--- config.mk ---
export PLATFORM = sky130hd
export DESIGN_NAME = evha_ptw_dmem_arb
export DESIGN_NICKNAME = d
export VERILOG_FILES = /design/src/rtl/evha_ptw_dmem_arb.sv
export SDC_FILE = /design/constraint.sdc
export NUM_CORES = 1
export LEC_CHECK = 0
export CAP_MARGIN = 20
export CORE_AREA = 2 2 205 207
export DETAILED_ROUTE_END_ITERATION = 10
export DIE_AREA = 0 0 207 209
export PLACE_DENSITY = 0.45
export SYNTH_ARGS = -nofsm -noshare
export SYNTH_HDL_FRONTEND = slang
export SYNTH_SLANG_ARGS = --single-unit
--- constraint.sdc ---
create_clock -name clk -period 3.6 [get_ports clk]
set_input_delay 0.36 -clock clk [delete_from_list [all_inputs] [get_ports clk]]
set_output_delay 0.36 -clock clk [all_outputs]
set_load 0.05 [all_outputs]
--- src/rtl/evha_ptw_dmem_arb.sv ---
// evha_ptw_dmem_arb: shares the core DMEM port between the MMU page-table
// walker and the LSU. It tracks the owner of every accepted transaction in
// an in-order FIFO and routes each DMEM response back to its owner.
// Optional build macro EVHA_PTW_ARB_PERF_EN adds saturating 64-bit counters
// for PTW accesses and LSU stall cycles.

package evha_ptw_dmem_arb_pkg;
    typedef enum logic {
        SCR1_MEM_CMD_RD = 1'b0,
        SCR1_MEM_CMD_WR = 1'b1
    } type_scr1_mem_cmd_e;

    typedef enum logic [1:0] {
        SCR1_MEM_WIDTH_BYTE  = 2'b00,
        SCR1_MEM_WIDTH_HWORD = 2'b01,
        SCR1_MEM_WIDTH_WORD  = 2'b10,
        SCR1_MEM_WIDTH_DWORD = 2'b11
    } type_scr1_mem_width_e;

    typedef enum logic [1:0] {
        SCR1_MEM_RESP_NOTRDY = 2'b00,
        SCR1_MEM_RESP_RDY_OK = 2'b01,
        SCR1_MEM_RESP_RDY_ER = 2'b10
    } type_scr1_mem_resp_e;
endpackage

module evha_ptw_dmem_arb
    import evha_ptw_dmem_arb_pkg::*;
#(
    parameter int XLEN         = 64,
    parameter int OUTSTD_DEPTH = 2,
    parameter bit PTW_PRIO     = 1'b1
) (
    input  logic            clk,
    input  logic            rst_n,
    // PTW side
    input  logic            mmu2dmem_req_i,
    input  logic            mmu2dmem_cmd_i,
    input  logic [XLEN-1:0] mmu2dmem_addr_i,
    output logic            dmem2mmu_rdy_o,
    output logic [XLEN-1:0] dmem2mmu_ldata_o,
    output logic            dmem2mmu_exc_o,
    // LSU side
    input  logic            lsu2arb_req_i,
    input  logic            lsu2arb_cmd_i,
    input  logic [1:0]      lsu2arb_width_i,
    input  logic [XLEN-1:0] lsu2arb_addr_i,
    input  logic [XLEN-1:0] lsu2arb_wdata_i,
    output logic            arb2lsu_req_ack_o,
    output logic [XLEN-1:0] arb2lsu_rdata_o,
    output logic [1:0]      arb2lsu_resp_o,
    // DMEM side
    output logic            arb2dmem_req_o,
    output logic            arb2dmem_cmd_o,
    output logic [1:0]      arb2dmem_width_o,
    output logic [XLEN-1:0] arb2dmem_addr_o,
    output logic [XLEN-1:0] arb2dmem_wdata_o,
    input  logic            dmem2arb_req_ack_i,
    input  logic [XLEN-1:0] dmem2arb_rdata_i,
    input  logic [1:0]      dmem2arb_resp_i,
`ifdef EVHA_PTW_ARB_PERF_EN
    output logic [63:0]     arb_ptw_acc_cnt_o,
    output logic [63:0]     arb_lsu_stall_cnt_o,
`endif
    output logic            arb_unexp_resp_o
);

    localparam int PTR_W = (OUTSTD_DEPTH > 1) ? $clog2(OUTSTD_DEPTH) : 1;
    localparam int CNT_W = $clog2(OUTSTD_DEPTH) + 1;

    // Owner encoding stored in the FIFO
    localparam logic OWNER_LSU = 1'b0;
    localparam logic OWNER_PTW = 1'b1;

    logic             lock_q;
    logic             lock_src_q;
    logic             src_ptw;
    logic             sel_req;
    logic             fifo_full;
    logic             fifo_empty;
    logic             push;
    logic             pop;
    logic             resp_vld;
    logic             head_owner;
    logic [PTR_W-1:0] wr_ptr_q;
    logic [PTR_W-1:0] rd_ptr_q;
    logic [CNT_W-1:0] cnt_q;
    logic             owner_q [OUTSTD_DEPTH];

    assign fifo_full  = (cnt_q == CNT_W'(OUTSTD_DEPTH));
    assign fifo_empty = (cnt_q == '0);
    assign resp_vld   = (dmem2arb_resp_i != SCR1_MEM_RESP_NOTRDY);
    assign head_owner = owner_q[rd_ptr_q];
    assign pop        = resp_vld & ~fifo_empty;
    assign push       = arb2dmem_req_o & dmem2arb_req_ack_i;

    // Source selection: a pending handshake keeps its source, otherwise priority
    always_comb begin
        src_ptw = 1'b0;
        if (lock_q) begin
            src_ptw = lock_src_q;
        end else if (mmu2dmem_req_i && lsu2arb_req_i) begin
            src_ptw = PTW_PRIO;
        end else begin
            src_ptw = mmu2dmem_req_i;
        end
        sel_req = src_ptw ? mmu2dmem_req_i : lsu2arb_req_i;
    end

    // DMEM request forwarding; fields are zero while no request is issued
    always_comb begin
        arb2dmem_req_o    = sel_req & ~fifo_full;
        arb2dmem_cmd_o    = SCR1_MEM_CMD_RD;
        arb2dmem_width_o  = SCR1_MEM_WIDTH_BYTE;
        arb2dmem_addr_o   = '0;
        arb2dmem_wdata_o  = '0;
        arb2lsu_req_ack_o = 1'b0;
        if (arb2dmem_req_o) begin
            if (src_ptw) begin
                arb2dmem_cmd_o   = mmu2dmem_cmd_i;
                arb2dmem_width_o = SCR1_MEM_WIDTH_DWORD;
                arb2dmem_addr_o  = mmu2dmem_addr_i;
            end else begin
                arb2dmem_cmd_o    = lsu2arb_cmd_i;
                arb2dmem_width_o  = lsu2arb_width_i;
                arb2dmem_addr_o   = lsu2arb_addr_i;
                arb2dmem_wdata_o  = lsu2arb_wdata_i;
                arb2lsu_req_ack_o = dmem2arb_req_ack_i;
            end
        end
    end

    // Response routing to the owner at the FIFO head
    always_comb begin
        dmem2mmu_rdy_o   = 1'b0;
        dmem2mmu_ldata_o = '0;
        dmem2mmu_exc_o   = 1'b0;
        arb2lsu_resp_o   = SCR1_MEM_RESP_NOTRDY;
        arb2lsu_rdata_o  = '0;
        arb_unexp_resp_o = resp_vld & fifo_empty;
        if (pop) begin
            if (head_owner == OWNER_PTW) begin
                dmem2mmu_rdy_o   = 1'b1;
                dmem2mmu_ldata_o = dmem2arb_rdata_i;
                dmem2mmu_exc_o   = (dmem2arb_resp_i == SCR1_MEM_RESP_RDY_ER);
            end else begin
                arb2lsu_resp_o  = dmem2arb_resp_i;
                arb2lsu_rdata_o = dmem2arb_rdata_i;
            end
        end
    end

    // Lock holds the source while a request waits for its ack
    always_ff @(posedge clk or negedge rst_n) begin
        if (!rst_n) begin
            lock_q     <= 1'b0;
            lock_src_q <= OWNER_LSU;
        end else begin
            // NOTE: sequential state uses non-blocking assignments so every
            // flop samples the pre-edge values regardless of statement order.
            lock_q     <= arb2dmem_req_o & ~dmem2arb_req_ack_i;
            lock_src_q <= src_ptw;
        end
    end

    // Owner FIFO pointers and occupancy
    always_ff @(posedge clk or negedge rst_n) begin
        if (!rst_n) begin
            wr_ptr_q <= '0;
            rd_ptr_q <= '0;
            cnt_q    <= '0;
        end else begin
            if (push) begin
                wr_ptr_q <= (wr_ptr_q == PTR_W'(OUTSTD_DEPTH - 1)) ? '0 : wr_ptr_q + 1'b1;
            end
            if (pop) begin
                rd_ptr_q <= (rd_ptr_q == PTR_W'(OUTSTD_DEPTH - 1)) ? '0 : rd_ptr_q + 1'b1;
            end
            case ({push, pop})
                2'b10:   cnt_q <= cnt_q + 1'b1;
                2'b01:   cnt_q <= cnt_q - 1'b1;
                default: cnt_q <= cnt_q;
            endcase
        end
    end

    // Owner storage written on every accepted request
    // NOTE: the storage is not reset; entries are only read when the count
    // says they were written, so reset pointers alone keep it consistent.
    always_ff @(posedge clk) begin
        if (push) begin
            owner_q[wr_ptr_q] <= src_ptw;
        end
    end

`ifdef EVHA_PTW_ARB_PERF_EN
    // Saturating PTW access and LSU stall counters
    always_ff @(posedge clk or negedge rst_n) begin
        if (!rst_n) begin
            arb_ptw_acc_cnt_o   <= '0;
            arb_lsu_stall_cnt_o <= '0;
        end else begin
            if (push && src_ptw && (arb_ptw_acc_cnt_o != '1)) begin
                arb_ptw_acc_cnt_o <= arb_ptw_acc_cnt_o + 1'b1;
            end
            if (lsu2arb_req_i && !arb2lsu_req_ack_o && (arb_lsu_stall_cnt_o != '1)) begin
                arb_lsu_stall_cnt_o <= arb_lsu_stall_cnt_o + 1'b1;
            end
        end
    end
`endif

endmodule

==> impl_metrics.json <==
{
  "synth.yosys.warnings": 0,
  "final.fill_count": 4474,
  "worst-endpoint-required_ns": 3.24,
  "syn_nets": 754,
  "max_clock_freq_mhz": 321,
  "first_pass_grt_wire_length_mm": 33.5,
  "net-switching-power_mw": 4.04,
  "die_width_um": 207,
  "synth_cells": 486,
  "yosys_register_bits": 8,
  "syn2layout_area_growth_pct": 264,
  "num_vias": 5209,
  "count_of_unresolved_drc_violations_after_routing": 0,
  "totalNegativeSetupSlack_ns": 0,
  "post_synth_mux_area_share": 0.0128,
  "htreeDepth": 1,
  "crit_end_element": "primary output",
  "synth_top_family_by_area": "simple AND/OR/NAND/NOR gates",
  "first_global_vias": 5161,
  "clkSlewWorstSetupHoldPaths_ns": 0.04,
  "initial_core_util": 0.0662,
  "netSwitchingFraction": 0.591,
  "worstSetupPathType": "reg2out",
  "coreArea_mm2": 0.0413,
  "p_leak_nw": 4.23,
  "rsz0062_at_grt": "no",
  "number_of_antenna_violations_at_the_first_check_in_global_routing": 2,
  "netlist_area_mm2": 0.00273,
  "drt_wl_total_mm": 23.9,
  "final.min_clock_period_ns": 3.11,
  "clock_tree_from_tritoncts": "yes",
  "syn-mean-instance-area_um2": 5.63,
  "dp_hpwl_mm": 20.3,
  "hold_path_class": "in2async",
  "cts_sinks": 8,
  "rows": 75,
  "relative_slew_slack": 0.302,
  "worst_vdd_rail_ir_drop_mv": 0.282,
  "seq_area_frac_synth": 0.0769,
  "global_route.overflow_total": 0,
  "cp.arrival_ns": 2.75,
  "finalCoreUtilization": 0.241,
  "firstDrtPassIters": 4,
  "place.port_buffers": 532,
  "gp_congestion": 0.828,
  "detail_route.vias_per_cell": 3.44,
  "area_of_the_die_mm2": 0.0433,
  "crit_path_cell_trace": "mux2_2 > and3_1 > clkdlybuf4s50_1",
  "ant_nets": 0,
  "drt_iter0_markers": 242,
  "critPathMaxStageDelay_ns": 0.91,
  "buf_inv_stages_crit_path": 1,
  "fp.dieH_um": 209,
  "worst_slew_pin_tran_ns": 1.05,
  "finalHoldViolations": 0,
  "postCtsHoldBufs": 0,
  "internal_power_mw": 2.79,
  "clockPowerShare": 0.028,
  "crit_path_start_kind": "register",
  "boundaryPins": 533,
  "area.sequential_um2": 210,
  "worst_path_maximum_fanout": 66,
  "timing.final.max_slew_violations": 0,
  "fin_hold_ws_ns": 0.385,
  "comb_power_share": 0.945,
  "cts_max_path_buffers": 2,
  "final_common_cell": "clkdlybuf4s50_1",
  "finalSetupViolCount": 0,
  "result_of_the_run": "finished, final reports clean",
  "footprint_of_the_multi_input_gates_mm2": 0.00227,
  "cellPowerDensity_mw_per_mm2": 686,
  "synth-simple-area-share": 0.654,
  "synth_adder_area_share": 0.00458,
  "most_used_cells_in_the_layout_excluding_fill_and_tap_cells": "clkdlybuf4s50_1, buf_12, nand2_1",
  "synthXorXnorAreaFrac": 0.0160,
  "largest_net_degree_at_the_start_of_global_routing": 110,
  "cts-resized-gates": 0,
  "cp_top_family": "multiplexers",
  "power.share.sequential": 0.027,
  "tritoncts.num_buffers": 3,
  "cts_setup_buffers": 0,
  "layout-drive-gt1-share": 0.174,
  "post_synthesis_compound_gate_area_fraction": 0.131,
  "clockRootBuffer": "clkbuf_16",
  "netlist-cell-type-count": 29,
  "timing.final.crit_share": 0.865,
  "cap_violations": 0,
  "finalClockSkew_ns": 0.00427,
  "clock_insertion_delay_worst_skew_ns": 0.23,
  "per_cell_routed_wire_length_um": 15.8,
  "cpMaxStageDelayCell": "mux2_2",
  "design.final.nets": 1243,
  "grt_util_all_layers": 0.101
}
-- cells in the mapped netlist (all sizes together) --
cell type,instances,area (um^2)
and2,64,400
dfrtp,6,150
xnor2,3,26.3
xor2,2,17.5
or3b,1,8.76
clkbuf,27,108
o2111ai,1,8.76
and3,130,813
mux2i,2,23.8
ha,1,12.5
nor3,3,15.0
o21ai,1,5.00
nor2,12,47.6
o211ai,1,12.5
nor3b,1,7.51
nand2,130,488
mux2,1,11.3
a21oi,65,325
inv,2,7.50
nand2b,1,6.26
a21boi,1,7.51
edfxtp,2,60.1
buf,29,171
-- routing by layer --
layer,wire (um),track usage
met1,9220,0.112
met3,1660,0.0197
met4,406,0.0241
met5,0,0
met2,12600,0.194
-- through the flow --
step	std cells	instance area, um^2	setup slack (ns)	power, mW
6_report	1514	9960	0.486	6.83
3_5_place_dp	1509	9870	0.534	6.71
5_1_grt	1513	9950	0.380	7.11
2_1_floorplan	486	2730	1.18	3.82
3_3_place_gp	1509	9870	0.543	6.72
4_1_cts	1513	9950	0.491	6.92
-- path summary, 6_finish.rpt --
path | from | end | slack (ns) | cells past startpoint
worst max-delay path | rd_ptr_q | dmem2mmu_ldata_o[55] | 0.49 | 3
worst min-delay path | rst_n | wr_ptr_q | 0.39 | 1
worst max register to register | cnt_q[0] | cnt_q[1] | 1.48 | 6
worst min register to register | wr_ptr_q | wr_ptr_q | 0.54 | 1
max in group asynchronous | rst_n | lock_q | 2.98 | 1
min in group clk | wr_ptr_q | wr_ptr_q | 0.54 | 1
-- state kept, by name (all words and copies together) (netlist names) --
register    flops
wr_ptr_q        1
cnt_q           2
rd_ptr_q        1
lock_q          1
lock_src_q      1
owner_q         2
-- cells by family after synthesis --
family | count (synthesis)
buf+inv | 58
xor+xnor | 5
compound gates | 69
fa+ha+maj | 1
flops | 8
mux | 3
simple gates | 342
-- final cells by class --
type,instances,share of cell area
timing repair buffer,540,0.674
multi-input combinational,420,0.228
tap,539,0.0677
sequential,8,0.0211
clock buffer,4,0.00792
inverter,2,0.000754
antenna,1,0.000251
-- worst register-to-register path, cell delays in order (launching register included) --
cell and delay (ns):
dfrtp_1 0.51, nor2_1 0.15, nor2_4 0.32, buf_12 0.33
ha_1 0.41, nor2_1 0.16, xor2_1 0.16
-- power groups by stage --
stage               Clock [mW]  Combinational, mW  Sequential (mW)
floorplan                    0               3.65            0.162
global placement             0               6.52            0.192
finish                   0.191               6.46            0.188
CTS                      0.194               6.53            0.194
detailed placement           0               6.52            0.195
global route             0.199               6.71            0.197
Note: power is estimated with default switching activity, not from simulation.
==> RTL edit 1: new RTL, same settings <==
The parameter `OUTSTD_DEPTH` goes from 2 to 1.
--- a/src/rtl/evha_ptw_dmem_arb.sv
+++ b/src/rtl/evha_ptw_dmem_arb.sv
@@ -28,7 +28,7 @@
     import evha_ptw_dmem_arb_pkg::*;
 #(
     parameter int XLEN         = 64,
-    parameter int OUTSTD_DEPTH = 2,
+    parameter int OUTSTD_DEPTH = 1,
     parameter bit PTW_PRIO     = 1'b1
 ) (
     input  logic            clk,
Check against the original RTL: not equivalent (Yosys sat finds a counterexample within 4 cycles, from zero or initial values and one cycle with rst_n low).
==> RTL edit 1 against the unedited design <==
  * Utilization decreased by 0.39 points
  * Area after synthesis shrank 11%
  * Synthesized cell count down 5.8%
  * Sequential cell count shrank 4
  * Design area is 1.6% lower
  * Routed wire length is 1.4% lower
  * Hold slack got worse by 0.063 ns
  * Setup slack improved by 0.26 ns
  * Register-to-register slack better by 0.39 ns
  * Largest cell class unchanged
  * Highest routed layer is now met5
Power is not compared: it rests on default switching activity, and its combinational part moved more than twofold at a synthesized area within 25%.
==> RTL edit 1: results (changes against the unedited design) <==
run status=finished, final reports clean (unchanged); layout filler cell count=4520 (was 4474); number of global-route vias before repair=5028 (was 5161); initial antenna violation count=9 (was 2); hold_ws=0.323 ns (was 0.385 ns); RR Startpoint=lock_src_q (was cnt_q[0]); number of CTS-inserted buffers=3 (unchanged); H-tree depth=1 (unchanged); clk slew on worst S/H paths=about 0.030 ns; Netlist cell types=20 (was 29); Yosys Warn Count=0 (unchanged); synth cell count leaders=192 x and2_1, 132 x nand2_1, 65 x a21oi_1 (was 130 x and3_1, 130 x nand2_1, 65 x a21oi_1); Clock Root Buffer=clkbuf_16 (unchanged); HPWL after DPL=20.8 mm (was 20.3 mm); number of synthesized flops with an enable pin=1 (was 2); Layout Nets=1228 (was 1243); Hold Path Class=input pin to async pin (unchanged); Initial DRT Pass Iterations=5 (was 4); worst slew pin tran=0.831 ns (was 1.05 ns); gr usage total=10.2% (was 10.1%); worst skew pair latency=0.23 ns (about the same); first-pass GRT wire length=33.6 mm (was 33.5 mm); clock skew=0.00150 ns (was 0.00427 ns); DR iter-0 viols=217 (was 242); CP max FO=34 (was 66); postcts setup bufs=0 (unchanged); via/cell ratio=3.29 (was 3.44); Resize count post-CTS=0 (unchanged); register area share after synthesis=4.31% (was 7.69%); reg2reg path depth=4 (was 6); main flop type after synthesis=dfrtp_1 (unchanged); Leak Pwr=between 0.003 and 0.004 uW; port buffer count=532 (unchanged); Routed Wire Length=23.6 mm (was 23.9 mm); r2r setup slk=1.87 ns (was 1.48 ns); synth top area cells=and2_1 49%, nand2_1 20%, a21oi_1 13% (was and3_1 30%, nand2_1 18%, and2_1 15%); critical path startpoint=dmem2arb_resp_i[0] (was rd_ptr_q); share of cells above drive strength 1=15.7% (was 17.4%); largest net degree at the start of global routing=72 (was 110); GPL Wtd Cong=0.802 (was 0.828); FF-to-FF End=owner_q[0] (was cnt_q[1]); Syn Nets=725 (was 754); Max clock buf depth=2 (unchanged); crit path DAT=2.49 ns (was 2.75 ns); asr flop ratio synth=75.0% (unchanged); VDD IR max=between 0.0001 and 0.00015 V
RTL edit 1: changes by cell type after synthesis, sizes merged, moves of 3 or more:
cell and change:
and3 -130, and2 +128, buf -25, clkbuf +11, dfrtp -3, xnor2 -3
RTL edit 1: cells by family (layout without fill, tap and decap cells):
| group | after synthesis | in the layout | synth area share (%) |
|---|---|---|---|
| buffers and inverters | 45 | 547 | 7.38 |
| other | 0 | 3 | 0 |
| muxes | 2 | 2 | 0.821 |
| and+or+nand+nor | 340 | 340 | 73.6 |
| DFF | 4 | 4 | 4.31 |
| AOI/OAI and AO/OA | 67 | 67 | 13.9 |
RTL edit 1: worst max-delay path by stage:
stage / to / depth (start not counted)
floorplan: arb2lsu_req_ack_o / 4
finish: arb2lsu_rdata_o[21] / 6
detailed placement: arb2lsu_rdata_o[21] / 6
CTS: arb2lsu_rdata_o[21] / 6
global route: arb2lsu_rdata_o[18] / 6
global placement: arb2lsu_rdata_o[21] / 6
RTL edit 1: area by class of cell:
class	instances	area (um2)	share of cell area (%)
tap	539	674	6.89
inverter	3	11.3	0.115
sequential	4	105	1.07
antenna	3	7.51	0.0767
multi-input combinational	409	2180	22.2
timing repair buffer	540	6740	68.8
clock buffer	4	78.8	0.805
RTL edit 1: metrics by stage:
| step | area, um2 | setup slack (ns) | total power, uW | instances |
|---|---|---|---|---|
| 2_1_floorplan | 2440 | 1.21 | 1120 | 458 |
| 3_3_place_gp | 9710 | 0.730 | 2310 | 1495 |
| 3_5_place_dp | 9710 | 0.735 | 2310 | 1495 |
| 4_1_cts | 9790 | 0.734 | 2500 | 1499 |
| 5_1_grt | 9790 | 0.628 | 2580 | 1502 |
| 6_report | 9790 | 0.746 | 2470 | 1502 |
RTL edit 1: report_power, final:
group          total [uW]  switching, uW  internal, uW
Clock                 182           35.2           147
Sequential           60.8           8.43          52.4
Combinational        2230           1220          1010
RTL edit 1: layer usage:
layer,global-route usage [%],vias to the layer above,wire length [um],share of wire [%]
li1,-,2421,-,-
met1,11.2,2206,8990,38
met2,19.9,293,12700,54
met3,2.37,16,1750,7.4
met4,1.48,2,131,0.55
met5,0,-,7,0.030
RTL edit 1: worst max-delay path, cell delays in order:
cell             delay (ns)
clkdlybuf4s50_1        0.50
nor2_1                 0.11
nor3b_4                0.19
buf_4                  0.32
and2_1                 0.19
clkdlybuf4s50_1        0.80
==> RTL edit 2: new RTL, config.mk and constraints unchanged <==
Without the edit above. `PTW_PRIO`: 1'b1 -> 1'b0.
--- a/src/rtl/evha_ptw_dmem_arb.sv
+++ b/src/rtl/evha_ptw_dmem_arb.sv
@@ -29,7 +29,7 @@
 #(
     parameter int XLEN         = 64,
     parameter int OUTSTD_DEPTH = 2,
-    parameter bit PTW_PRIO     = 1'b1
+    parameter bit PTW_PRIO     = 1'b0
 ) (
     input  logic            clk,
     input  logic            rst_n,
Function: changed (Yosys sat finds a counterexample within 4 cycles, from zero or initial values and one cycle with rst_n low).
==> RTL edit 2 against the unedited design <==
  * Area after synthesis is 9.7% higher
  * Synthesized cell count grew 3.5%
  * Total power down 4.7%
  * Routed wire length grew 9.5%
  * Global-route usage rose by 0.98 points
  * Design area decreased by 7.3%
  * Sequential cell count is the same
  * Critical path depth is the same
  * Setup slack lost 0.099 ns
==> RTL edit 2: results (changes against the unedited design) <==
GPL Wtd Cong=0.832 (was 0.828); CP peak stage delay=1.00 ns (was 0.91 ns); clock skew=0.00153 ns (was 0.00427 ns); dpl ws=0.558 ns (was 0.534 ns); Layout Nets=1255 (was 1243); initial antenna violation count=3 (was 2); Leak Pwr=0.00385 uW (was 0.00423 uW); Net Switching=4090 uW (was 4040 uW); RR Startpoint=cnt_q[1] (was cnt_q[0]); Netlist cell types=31 (was 29); hold_ws=0.409 ns (was 0.385 ns); run status=finished, final reports clean (unchanged); HPWL after DPL=21.4 mm (was 20.3 mm); largest net degree at the start of global routing=69 (was 110); r2r setup slk=1.52 ns (was 1.48 ns); crit path DAT=2.85 ns (was 2.75 ns); share of cells above drive strength 1=14.3% (was 17.4%); register area share after synthesis=7.01% (was 7.69%); layout filler cell count=4544 (was 4474); synth cell count leaders=128 x and3_1, 66 x and2_1, 65 x nand3_1 (was 130 x and3_1, 130 x nand2_1, 65 x a21oi_1); n_diodes=0 (was 1); vias=5614 (was 5209); DR iter-0 viols=353 (was 242); synth top area cells=and3_1 27%, and2_1 14%, nand3_1 11% (was and3_1 30%, nand2_1 18%, and2_1 15%); Mapped Cells=503 (was 486)
==> RTL edit 2: logic make-up after synthesis <==
group | after synthesis | share of synthesized area, %
DFF | 8 | 7.01
buffers and inverters | 73 | 10.7
adders and majority gates | 1 | 0.417
AOI/OAI and AO/OA | 135 | 24.4
xor gates and xnor gates | 5 | 1.46
and+or+nand+nor | 278 | 55.0
muxes | 3 | 1.04
==> RTL edit 2: worst max path at each step <==
stage | from | end | slack [ns]
6_report | rd_ptr_q | dmem2mmu_ldata_o[21] | 0.39
5_1_grt | rd_ptr_q | dmem2mmu_ldata_o[13] | 0.30
4_1_cts | rd_ptr_q | dmem2mmu_ldata_o[57] | 0.40
3_5_place_dp | dmem2arb_resp_i[0] | arb2lsu_rdata_o[5] | 0.56
3_3_place_gp | dmem2arb_resp_i[0] | dmem2mmu_ldata_o[14] | 0.56
2_1_floorplan | cnt_q[1] | arb2lsu_req_ack_o | 1.08
==> RTL edit 2: stage by stage <==
step | cell area [um2] | power [uW]
after floorplan | 3000 | 3940
after global placement | 9150 | 6370
after detailed placement | 9150 | 6340
after CTS | 9230 | 6560
after global routing | 9230 | 6770
final | 9230 | 6510
==> RTL edit 2: area by class of cell <==
cell class | instances | area share, %
multi-input cells | 422 | 27.1
repair buffers | 549 | 62.4
inverters | 3 | 0.122
flip-flops and latches | 8 | 2.28
well taps | 539 | 7.31
clock buffers | 3 | 0.814
==> RTL edit 2: worst max-delay path: cells and delay by family (launching register included) <==
family,cells,cell delay [ns]
buffers and inverters,1,0.81
DFF,1,0.47
muxes,1,1.00
and+or+nand+nor,1,0.27
==> RTL edit 2: power groups by stage <==
stage	Combinational [uW]	Sequential [uW]	Clock (uW)
after CTS	6170	183	204
after detailed placement	6150	184	0
after floorplan	3780	163	0
final	6130	183	198
after global placement	6190	184	0
after global routing	6370	189	212
==> RTL edit 2: per-layer routing <==
layer	global-route usage [%]	share of wire, %	wire length [um]	up-vias
li1	-	-	-	2758
met1	14.6	44	11400	2550
met2	18.7	48	12700	290
met3	3.07	7.5	1970	12
met4	0.616	0.50	131	4
met5	0	0.084	22	-
